## src/rtl/fp_mul_pkg.sv

```systemverilog
// Shared constants and inter-stage bundles
// for the multiplier normalise/round/pack stage.
package fp_mul_pkg;

  localparam int EXP_W   = 8;
  localparam int MAN_W   = 23;
  localparam int BIAS    = 127;
  localparam int SIG_W   = MAN_W + 1;
  localparam int PROD_W  = 2 * SIG_W;
  localparam int E_W     = 10;
  localparam int RES_W   = 1 + EXP_W + MAN_W;
  localparam int EXP_MAX = 2 * BIAS + 1;

  typedef enum logic [1:0] {
    CLS_NORM = 2'b00,
    CLS_ZERO = 2'b01,
    CLS_INF  = 2'b10,
    CLS_NAN  = 2'b11
  } cls_e;

  localparam int FLG_INV = 3;
  localparam int FLG_OVF = 2;
  localparam int FLG_UNF = 1;
  localparam int FLG_INX = 0;

  localparam logic [RES_W-1:0] QNAN = 32'h7FC00000;

  typedef struct packed {
    logic                  sign;
    cls_e                  cls;
    logic signed [E_W-1:0] e;
    logic [MAN_W-1:0]      m;
    logic                  g;
    logic                  st;
  } s1_t;

  typedef struct packed {
    logic [RES_W-1:0] result;
    logic [3:0]       flags;
  } s2_t;

endpackage

```

## src/rtl/fp_norm_round_if.sv

```systemverilog
// Product-in / result-out handshake bundle
// between the multiplier datapath and the rounding stage.
interface fp_norm_round_if;
  import fp_mul_pkg::*;

  logic              in_valid;
  logic              in_ready;
  logic              in_sign;
  logic [E_W-1:0]    in_exp;
  logic [PROD_W-1:0] in_mant;
  logic [1:0]        in_cls;
  logic              out_valid;
  logic              out_ready;
  logic [RES_W-1:0]  out_result;
  logic [3:0]        out_flags;

  modport master (
    output in_valid,
    output in_sign,
    output in_exp,
    output in_mant,
    output in_cls,
    output out_ready,
    input  in_ready,
    input  out_valid,
    input  out_result,
    input  out_flags
  );

  modport slave (
    input  in_valid,
    input  in_sign,
    input  in_exp,
    input  in_mant,
    input  in_cls,
    input  out_ready,
    output in_ready,
    output out_valid,
    output out_result,
    output out_flags
  );

endinterface

```

## src/rtl/fp_rne_round.sv

```systemverilog
// Round-to-nearest-even and binary32 packing
// of a normalised significand, with exception flags.
module fp_rne_round
  import fp_mul_pkg::*;
(
  input  s1_t s1_i,
  output s2_t s2_o
);

  logic                  inc;
  logic [MAN_W:0]        sum;
  logic signed [E_W:0]   e_r;
  logic                  ovf;
  logic                  unf;

  always_comb begin
    inc = s1_i.g & (s1_i.st | s1_i.m[0]);
    sum = {1'b0, s1_i.m} + {{MAN_W{1'b0}}, inc};
    // one bit of headroom so a carry out of 254 never wraps
    e_r = {s1_i.e[E_W-1], s1_i.e}
        + {{E_W{1'b0}}, sum[MAN_W]};
    ovf = (e_r >= EXP_MAX);
    unf = (e_r <= 0);
  end

  always_comb begin
    s2_o = '0;
    unique case (s1_i.cls)
      CLS_NORM: begin
        s2_o.flags[FLG_INX] = s1_i.g | s1_i.st;
        unique case (1'b1)
          ovf: begin
            s2_o.result = {s1_i.sign, {EXP_W{1'b1}},
                           {MAN_W{1'b0}}};
            s2_o.flags[FLG_OVF] = 1'b1;
            s2_o.flags[FLG_INX] = 1'b1;
          end
          unf: begin
            s2_o.result = {s1_i.sign, {(RES_W-1){1'b0}}};
            s2_o.flags[FLG_UNF] = 1'b1;
            s2_o.flags[FLG_INX] = 1'b1;
          end
          default: begin
            s2_o.result = {s1_i.sign, e_r[EXP_W-1:0],
                           sum[MAN_W-1:0]};
          end
        endcase
      end
      CLS_ZERO: begin
        s2_o.result = {s1_i.sign, {(RES_W-1){1'b0}}};
      end
      CLS_INF: begin
        s2_o.result = {s1_i.sign, {EXP_W{1'b1}},
                       {MAN_W{1'b0}}};
      end
      default: begin
        s2_o.result = QNAN;
        s2_o.flags[FLG_INV] = 1'b1;
      end
    endcase
  end

endmodule

```

## src/rtl/fp_norm_round.sv

```systemverilog
// Two-stage normalise / round / pack pipeline
// with valid/ready flow control, one result per cycle.
module fp_norm_round
  import fp_mul_pkg::*;
(
  input  logic            clk,
  input  logic            rst_n,
  fp_norm_round_if.slave  bus
);

  localparam int P = PROD_W;

  s1_t  s1_d;
  s1_t  s1_q;
  logic s1_valid_q;
  s2_t  s2_d;
  s2_t  s2_q;
  logic s2_valid_q;
  logic s1_adv;
  logic s2_adv;

  assign s2_adv = !s2_valid_q || bus.out_ready;
  assign s1_adv = !s1_valid_q || s2_adv;

  assign bus.in_ready   = s1_adv;
  assign bus.out_valid  = s2_valid_q;
  assign bus.out_result = s2_q.result;
  assign bus.out_flags  = s2_q.flags;

  always_comb begin
    s1_d      = '0;
    s1_d.sign = bus.in_sign;
    s1_d.cls  = cls_e'(bus.in_cls);
    s1_d.e    = bus.in_exp;
    if (s1_d.cls == CLS_NORM) begin
      if (bus.in_mant[P-1]) begin
        s1_d.m  = bus.in_mant[P-2 -: MAN_W];
        s1_d.g  = bus.in_mant[P-2-MAN_W];
        s1_d.st = |bus.in_mant[P-3-MAN_W:0];
        s1_d.e  = bus.in_exp + E_W'(1);
      end else begin
        s1_d.m  = bus.in_mant[P-3 -: MAN_W];
        s1_d.g  = bus.in_mant[P-3-MAN_W];
        s1_d.st = |bus.in_mant[P-4-MAN_W:0];
      end
    end
  end

  fp_rne_round u_round (
    .s1_i (s1_q),
    .s2_o (s2_d)
  );

  always_ff @(posedge clk or negedge rst_n) begin
    if (!rst_n) begin
      s1_valid_q <= 1'b0;
      s1_q       <= '0;
    end else if (s1_adv) begin
      s1_valid_q <= bus.in_valid;
      if (bus.in_valid) s1_q <= s1_d;
    end
  end

  always_ff @(posedge clk or negedge rst_n) begin
    if (!rst_n) begin
      s2_valid_q <= 1'b0;
      s2_q       <= '0;
    end else if (s2_adv) begin
      s2_valid_q <= s1_valid_q;
      if (s1_valid_q) s2_q <= s2_d;
    end
  end

endmodule

```

## src/flat_wrapper.sv

```systemverilog
// flat-port wrapper written by rule: the top's interface ports become plain ports
module fp_norm_round_flat import fp_mul_pkg::*;
  (clk, rst_n, bus_in_valid, bus_in_sign, bus_in_exp, bus_in_mant, bus_in_cls, bus_out_ready, bus_in_ready, bus_out_valid, bus_out_result, bus_out_flags);
  fp_norm_round_if bus_i ();
  input  logic clk;
  input  logic rst_n;
  input wire logic [$bits(bus_i.in_valid)-1:0] bus_in_valid;
  input wire logic [$bits(bus_i.in_sign)-1:0] bus_in_sign;
  input wire logic [$bits(bus_i.in_exp)-1:0] bus_in_exp;
  input wire logic [$bits(bus_i.in_mant)-1:0] bus_in_mant;
  input wire logic [$bits(bus_i.in_cls)-1:0] bus_in_cls;
  input wire logic [$bits(bus_i.out_ready)-1:0] bus_out_ready;
  output wire logic [$bits(bus_i.in_ready)-1:0] bus_in_ready;
  output wire logic [$bits(bus_i.out_valid)-1:0] bus_out_valid;
  output wire logic [$bits(bus_i.out_result)-1:0] bus_out_result;
  output wire logic [$bits(bus_i.out_flags)-1:0] bus_out_flags;
  assign bus_i.in_valid = bus_in_valid;
  assign bus_i.in_sign = bus_in_sign;
  assign bus_i.in_exp = bus_in_exp;
  assign bus_i.in_mant = bus_in_mant;
  assign bus_i.in_cls = bus_in_cls;
  assign bus_i.out_ready = bus_out_ready;
  assign bus_in_ready = bus_i.in_ready;
  assign bus_out_valid = bus_i.out_valid;
  assign bus_out_result = bus_i.out_result;
  assign bus_out_flags = bus_i.out_flags;
  fp_norm_round u_core (.clk(clk), .rst_n(rst_n), .bus(bus_i));
endmodule
```

## config.mk

```make
export PLATFORM = sky130hd
export DESIGN_NAME = fp_norm_round_flat
export DESIGN_NICKNAME = d
export VERILOG_FILES = /design/src/rtl/fp_mul_pkg.sv /design/src/rtl/fp_norm_round_if.sv /design/src/rtl/fp_rne_round.sv /design/src/rtl/fp_norm_round.sv /design/src/flat_wrapper.sv
export SDC_FILE = /design/constraint.sdc
export NUM_CORES = 1
export LEC_CHECK = 0
export ABC_CLOCK_PERIOD_IN_PS = 3900
export CAP_MARGIN = 20
export CORE_AREA = 2 2 122 124
export DETAILED_ROUTE_END_ITERATION = 6
export DIE_AREA = 0 0 124 126
export GPL_TIMING_DRIVEN = 0
export RECOVER_POWER = 100
export SYNTH_ARGS = -nofsm -noshare
export SYNTH_HDL_FRONTEND = slang
export SYNTH_SLANG_ARGS = --single-unit
```

## constraint.sdc

```tcl
create_clock -name clk -period 3.9 [get_ports clk]
set_clock_uncertainty 0.15 [all_clocks]
set_input_delay 0.78 -clock clk [delete_from_list [all_inputs] [get_ports clk]]
set_output_delay 0.78 -clock clk [all_outputs]
set_load 0.02 [all_outputs]
```

# [After elaboration in Yosys (flattened, before gate mapping)]
# Index checks and enable logic that the tools add are counted.
[totals] regBits=76 inputBits=65 word_cells=42
[op_classes] add_sub_neg=3 magnitude_cmp=2 eq_ne=2 muxes=10 bitwise_logic=3 reduce_logical=12
[op_table] op="$pmux 32 s3" n=1
[op_table] op="$pmux 31 s2" n=1
[op_table] op="$mux 35" n=1
[op_table] op="$mux 25" n=1
[op_table] op="$add 23x1->24" n=1
[op_table] op="$reduce_or 23->1" n=1
[op_table] op="$reduce_or 22->1" n=1
[op_table] op="$add 10x2->11" n=1
[op_table] op="$ge 11x9->1 const B" n=1
[op_table] op="$le 11x1->1 const B" n=1
[op_table] op="$add 10x1->10 const B" n=1
[op_table] op="$mux 10" n=1
[op_table] op="$logic_not 2->1" n=2
[op_table] op="$mux 1" n=4
[op_table] op="$reduce_and 2->1" n=2
[op_table] op="$mux 3" n=1
[op_table] op="$reduce_or 3->1" n=1
[op_table] op="$eq 2x1->1 const B" n=1
[op_table] op="$eq 2x2->1 const B" n=1
[op_table] op="$logic_not 1->1" n=2
[op_table] op="$logic_or 1x1->1" n=2
[op_table] op="$or 1x1->1" n=2
[op_table] op="$reduce_or 2->1" n=1
[op_table] op="$and 1x1->1" n=1

# [Longest topological paths before layout]
[logic_depth] ltp_word=8 depth_mapped=15 depth_no_buf=12

# [Modules after synthesis]
# A second synthesis with hierarchy kept.
[unflattened] hier_cells=431 area_unflattened_um2=4544.4
[by_module_without_submodules] module="fp_norm_round" instances=1 cells_per_inst=266 area_per_inst_um2=3278.1 seq_area_each_um2=1901.8
[by_module_without_submodules] module="fp_rne_round" instances=1 cells_per_inst=165 area_per_inst_um2=1266.2 seq_area_each_um2=0.0

# [Worst setup path after synthesis]
# OpenSTA, ideal clock, no wires.
[synth_path] kind="reg2reg" from="register u_core.s1_q[0] (netlist bit)" to="register u_core.s2_q (netlist bit u_core.bus.out_result[1])" arrival_ps=3344 path_slack_ps=285 stages_incl_launch_ff=15 path_cell_list="dfrtp_1 -> o21a_1 -> ha_1 -> nand2_1 -> or4_1 -> buf_2 -> nor3_1 -> ha_1 -> ha_1 -> or4bb_1 -> o22ai_1 -> and4bb_4 -> a2111oi_4 -> buf_6 -> a22o_1"
[synth_between] elab_chain_len=7 elab_cells_between_ends=8 classes_between="add/sub: 2; order compare: 2; mux: 2; bitwise: 2"
[synth_rtl] item="start, declared" line_no="fp_norm_round.sv:14" text="s1_t s1_q;"
[synth_rtl] item="start signal, assigned" line_no="fp_norm_round.sv:57" text="s1_q <= '0;"
[synth_rtl] item="start signal, assigned" line_no="fp_norm_round.sv:60" text="if (bus.in_valid) s1_q <= s1_d;"
[synth_rtl] item="$or 1x1->1 *" line_no="fp_rne_round.sv:17" text="inc = s1_i.g & (s1_i.st | s1_i.m[0]);"
[synth_rtl] item="$and 1x1->1 *" line_no="fp_rne_round.sv:17"
[synth_rtl] item="$add 23x1->24 *" line_no="fp_rne_round.sv:18" text="sum = {1'b0, s1_i.m} + {{MAN_W{1'b0}}, inc};"
[synth_rtl] item="$add 10x2->11" line_no="fp_rne_round.sv:21" text="+ {{E_W{1'b0}}, sum[MAN_W]};"
[synth_rtl] item="$le 11x1->1 / $ge 11x9->1 (equally long branches)" line_no="fp_rne_round.sv:23, fp_rne_round.sv:22"
[synth_rtl] item="$pmux 31 s2 *" line_no="fp_rne_round.sv:31" text="unique case (1'b1)"
[synth_rtl] item="$pmux 32 s3 *" line_no="fp_rne_round.sv:28" text="unique case (s1_i.cls)"
[synth_rtl] item="end signal, assigned" line_no="fp_norm_round.sv:67" text="s2_q <= '0;"
[synth_rtl] item="end signal, assigned" line_no="fp_norm_round.sv:70" text="if (s1_valid_q) s2_q <= s2_d;"
[synth_rtl] item="end, declared" line_no="fp_norm_round.sv:17" text="s2_t s2_q;"
# Mark *: on every way between the ends. The rest lies on a longest branch, timed or not.
# A chain may end at the register's enable or synchronous reset.

# [Final worst setup path]
[layout_path] from="register u_core.s1_q[0] (netlist bit)" to="register u_core.s2_q (netlist bit u_core.bus.out_result[11])"
# Same word-level chain as after synthesis.

==> reports/summary.txt <==
fraction of layout cells with a size suffix above 1 = 0.0958
first-pass GRT wire length = 18100 um
CP top delay family = simple AND/OR/NAND/NOR gates
clock buffer count from CTS = 9
synthesized flop and latch total = 76
multi-input logic area = 2190 um2
largest net degree at the start of global routing = 51
Worst slew margin = 0.0797
dpl cell area = 5510 um2
total core area = 14300 um2
chip height = 126 um
Placer Congestion = 0.833
Final Net Count = 613
count of unique library cells instantiated by Yosys = 55
final core utilization = 0.408
Final Instance Count excl. Fillers = 727
syn_nets = 495
Worst R2R Setup Slack = 0.07 ns
met2 GRT Util = 0.251
PwrDens = 381 nW/um2
post-synth top area share = 0.449
Die Footprint = 15600 um2
CTS Hold Bufs = 0
Main synth FF type = dfrtp_1
vias in the first global route = 3715
FP Rows = 44
crit-path max FO = 10
Die Width = 124 um
drt pass-1 iters = 4
Ys Warns = 0
total track usage = 0.149
max cap viols = 0
post-route minimum period = 3.83 ns
WP data arrival = 3.90 ns
synthesized area = 4240 um2
Synth area leader = dfrtp_1
CP endpoint kind = flip-flop
HP Class = flip-flop to flip-flop
fin crit share = 0.981
final number of hold-violating endpoints = 0
Crit Path Class = flip-flop to flip-flop
initial antenna violation count = 0
top post-synthesis cells by area = dfrtp_1, mux2i_1, o21ai_0
clk root buf = clkbuf_16
Detailed Place HPWL = 8690 um
Final Cell Area = 5850 um2
Clock Latency Late Sink = 0.34 ns
DR WL/cell = 15.2 um
Slew @ Worst Pin = 1.38 ns
CTS Sinks = 76
Setup-failing EPs final = 0
Post-Place Cells = 707
f_max = 261 MHz
worst-case clock buffer depth = 2
antenna viol nets, final = 0
Cells after Synth = 421
I/O Pins = 103
Synth async-reset ratio = 1.00
total of fill cells in the finished design = 1402
leak pwr = 2.53 nW
result of the run = finished, final reports clean
port bufs = 101
Buf/Inv on CP = 2
sequential share of the synthesized area = 0.449
met3 Use GR = 0.0371
met1 global-route usage = 0.178
gr ovfl total = 0
Diodes inserted = 0
hold_ws = 0.336 ns
via count = 3578
clock transition at the registers of the reported paths = 0.06 ns
CP Launch Type = flip-flop
Mapped Avg Cell Area = 10.1 um2
Initial Util = 0.296
final wirelength = 11000 um
slowest stage delay, CP = 0.53 ns
CTS tree = yes
maximum vdd drop = 0.000199 V
Power Total = 2.23 mW
Reg area = 1900 um2
Top Usage Layer GRT = met2
number of remaining DRC errors = 0
H-tree depth = 3
worst-path cell chain = o21a_1 -> ha_4 -> nand2_1 -> or4_4 -> buf_6 -> nor3_4 -> ha_2 -> ha_4 -> or4bb_1 -> o22ai_1 -> and4bb_4 -> a2111oi_4 -> buf_6 -> a22o_1
Avg Vias per Cell = 4.92
slowest cell on the critical path = or4_4
RSZ-0062 raised after global routing = yes
Slew Viols, Final = 0
DRT iter0 DRCs = 200
area grow syn2layout = 37.9%
data required time of the worst path = 3.97 ns
Post-synth EDFFs = 0
metal layers:
| layer | vias to the layer above | share of wire |
|---|---|---|
| li1 | 1764 | - |
| met1 | 1708 | 0.42 |
| met2 | 87 | 0.50 |
| met3 | 19 | 0.049 |
| met4 | 0 | 0.029 |
| met5 | - | 0 |
cell usage in the layout, fill, tap and decap left out, types with 4 or more instances in the layout:
master / count
a211oi_1: 9
a21oi_1: 4
a22o_1: 21
and3_1: 6
buf_4: 6
buf_6: 8
clkbuf_1: 13
clkbuf_16: 9
clkdlybuf4s50_1: 61
dfrtp_1: 76
dlygate4sd3_1: 40
ha_1: 6
inv_1: 11
mux2i_1: 27
nand2_1: 58
nand3_1: 10
nand4_1: 12
nor2_1: 14
nor3_1: 4
nor4_1: 5
o21ai_0: 49
or3_1: 4
xnor2_1: 20
xor2_1: 15
worst min-delay path: cells and delay by family (launching register included):
kind	cells	cell delay, ns
AND/OR/NAND/NOR	1	0.05
AO/OA/AOI/OAI	1	0.06
flip-flops	1	0.34
state kept, by name, indices dropped and copies added (netlist names):
register / flops
u_core.s1_q: 38
u_core.bus.out_result: 32
u_core.bus.out_flags: 4
u_core.bus.out_valid: 1
u_core.s1_valid_q: 1
Yosys cell counts, types with 3 or more instances:
| master | n |
|---|---|
| a21oi_1 | 4 |
| ha_1 | 9 |
| xnor2_1 | 20 |
| xor2_1 | 15 |
| clkbuf_1 | 10 |
| a211oi_1 | 10 |
| nor2_1 | 14 |
| buf_6 | 8 |
| inv_1 | 11 |
| and4_2 | 3 |
| o21ai_0 | 49 |
| buf_2 | 3 |
| nand4_1 | 12 |
| a22o_1 | 21 |
| nand2_1 | 58 |
| nand3_1 | 10 |
| nor3_1 | 5 |
| mux2i_1 | 27 |
| dfrtp_1 | 76 |
| and3_1 | 6 |
| or3_1 | 4 |
| nor4_1 | 5 |
| mux2_2 | 3 |
layout make-up:
| type | instances | area share |
|---|---|---|
| Multi-Input combinational cell | 310 | 0.375 |
| Buffer | 24 | 0.0285 |
| Inverter | 11 | 0.00706 |
| Timing Repair Buffer | 107 | 0.179 |
| Tap cell | 184 | 0.0394 |
| Clock inverter | 4 | 0.00449 |
| Clock buffer | 11 | 0.0415 |
| Sequential cell | 76 | 0.325 |
power by group:
group	internal, mW	switching, mW	total (mW)	leakage, nW
sequential	0.875	0.0765	0.951	0.991
clock	0.443	0.315	0.758	0.131
combinational	0.244	0.275	0.519	1.41
total	1.56	0.667	2.23	2.53
cells by family after synthesis:
family	share of synthesized area
AO/OA/AOI/OAI	0.163
buffers and inverters	0.0487
XOR/XNOR	0.0762
flip-flops	0.449
AND/OR/NAND/NOR	0.165
multiplexers	0.0717
adder cells (fa/ha/maj)	0.0266
stage by stage:
step / setup TNS [ns] / setup WS (ns)
finish: 0 / 0.0724
global route: -0.372 / -0.0392
CTS: 0 / 0.0266
detailed placement: -8.60 / -0.318
global placement: -59.41 / -0.697
floorplan: 0 / 0.285
worst paths after layout:
kind                                    startpoint                   endpoint  cells after the start
setup / recovery                    u_core.s1_q[0]  u_core.bus.out_result[11]                     14
hold / removal             u_core.bus.out_flags[3]    u_core.bus.out_flags[3]                      2
setup reg to reg                    u_core.s1_q[0]  u_core.bus.out_result[11]                     14
hold reg to reg            u_core.bus.out_flags[3]    u_core.bus.out_flags[3]                      2
max in group asynchronous                    rst_n   u_core.bus.out_result[9]                      2
min in group asynchronous                    rst_n            u_core.s1_q[29]                      1
what timing repair did:
action | CTS | global route
setup buffers | 2 | 3
cloned | 0 | 0
pin swaps | 3 | 2
resized for setup | 5 | 9
endpoints found under the setup margin | 32 | 28
Note: power is estimated with default switching activity, not from simulation.
==> RTL edit, RTL diff (same flow settings) <==
Change the package constant `EXP_W` from 8 to 7.
--- a/src/rtl/fp_mul_pkg.sv
+++ b/src/rtl/fp_mul_pkg.sv
@@ -4,3 +4,3 @@
 
-  localparam int EXP_W   = 8;
+  localparam int EXP_W   = 7;
   localparam int MAN_W   = 23;
Ports: changed (resized bus_out_result); port bits go from 103 to 102. The function was not compared with the original's and may differ.
==> RTL edit against the unedited design <==
Sequential cell count fell by 1. Count of clock-buffer cells in the layout fell by 2. Fmax grew 0.71%. Hold slack worse by 0.018 ns. Largest power group unchanged. Synthesized area decreased by 1.1%. Wire length grew 0.97%. Die area is the same. Setup slack improved by 0.027 ns. Total power is 4.2% higher. Cell area up 1.4%. Highest routed layer unchanged.
==> RTL edit: results <==
set metrics [dict create \
    dpl-instance-area_um2 5448 \
    fill_cells 1416 \
    reg2reg_slack_ns 0.1 \
    nets 650 \
    use_met2_pct 23.76 \
    io_buffers 100 \
    met3_usage_pct 2.536 \
    synth.most_common_cell "nand2_1" \
    wl_met3_um 505 \
    vias 3695 \
    pre_cts_slack_ns -0.5293 \
    use_met1_pct 19.54 \
    ir_drop_v 0.0001973 \
    synth_seq_area_share_pct 44.78 \
    power.leakage_uw 0.002485 \
    drive_gt1_share_pct 8.778 \
    place_congestion 0.7783 \
    synth_nets 525 \
    grt_pass1_wl_mm 17.91 \
    place_inst 736 \
    cp_max_fo 5 \
    synth_cell_types 47 \
    met1_length_mm 5.241 \
    hold_end "u_core.bus.out_result[9]$_DFFE_PN0P_" \
    first_iter_violations 181 \
    grt_max_degree 59 \
    status "completed" \
    met2_length_mm 5.213 \
    avgSynthCellArea_um2 9.294 \
    synthTopCellsByCount "nand2_1 (82), dfrtp_1 (75), o21ai_1 (44)" \
    ys_top_cells_by_area "dfrtp_1 (45%), nand2_1 (7.3%), mux2i_1 (6.0%)" \
]
RTL edit: where the power goes:
group / internal (uW) / switching [uW] / leakage [uW]
registers: 859 / 78.6 / 0.000974
clock network: 558 / 321 / 0.000159
logic: 235 / 270 / 0.00135
RTL edit: final cells by class:
cell class                      count  area, um^2  area share [%]
Clock inverter                      7       92.59           1.562
Inverter                            8       30.03          0.5065
Tap cell                          184       230.2           3.883
Multi-Input combinational cell    344        2248           37.93
Sequential cell                    75        1877           31.66
Buffer                             24       120.1           2.026
Clock buffer                        9       225.2           3.799
Timing Repair Buffer              114        1105           18.64
RTL edit: metrics by stage:
stage          hold slack (ns)  utilization [%]  power [uW]
6_report                0.3187            41.42        2322
5_1_grt                 0.3382            41.42        2431
4_1_cts                 0.1666            40.87        2349
3_5_place_dp            0.3164            38.06        1455
3_3_place_gp            0.3202            37.88        1439
2_1_floorplan           0.3143                -        1201
RTL edit: logic make-up after synthesis:
group | count (synthesis) | synth area share, %
AO/OA/AOI/OAI | 94 | 14.12
multiplexers | 28 | 6.776
AND/OR/NAND/NOR | 174 | 19.85
adder cells (fa/ha/maj) | 9 | 2.687
XOR/XNOR | 39 | 8.597
flip-flops | 75 | 44.78
buffers and inverters | 32 | 3.194
RTL edit: timing repair:
action / in CTS / in global routing
setup buffers: 5 / 6
pin swaps: 9 / 4
resized for setup: 11 / 12
endpoints found under the setup margin: 25 / 25
gates cloned: 0 / 2
RTL edit: worst max-delay path, stage by stage (launching register included):
cell      delay [ns]
dfrtp_1         0.36
o21a_1          0.18
ha_4            0.15
and3_4          0.19
nand2_2         0.07
or4_4           0.51
nor3_4          0.20
ha_2            0.20
buf_6           0.11
nand2_4         0.06
or4_1           0.50
a211o_1         0.32
o311ai_4        0.29
buf_6           0.16
buf_4           0.13
o31ai_1         0.07
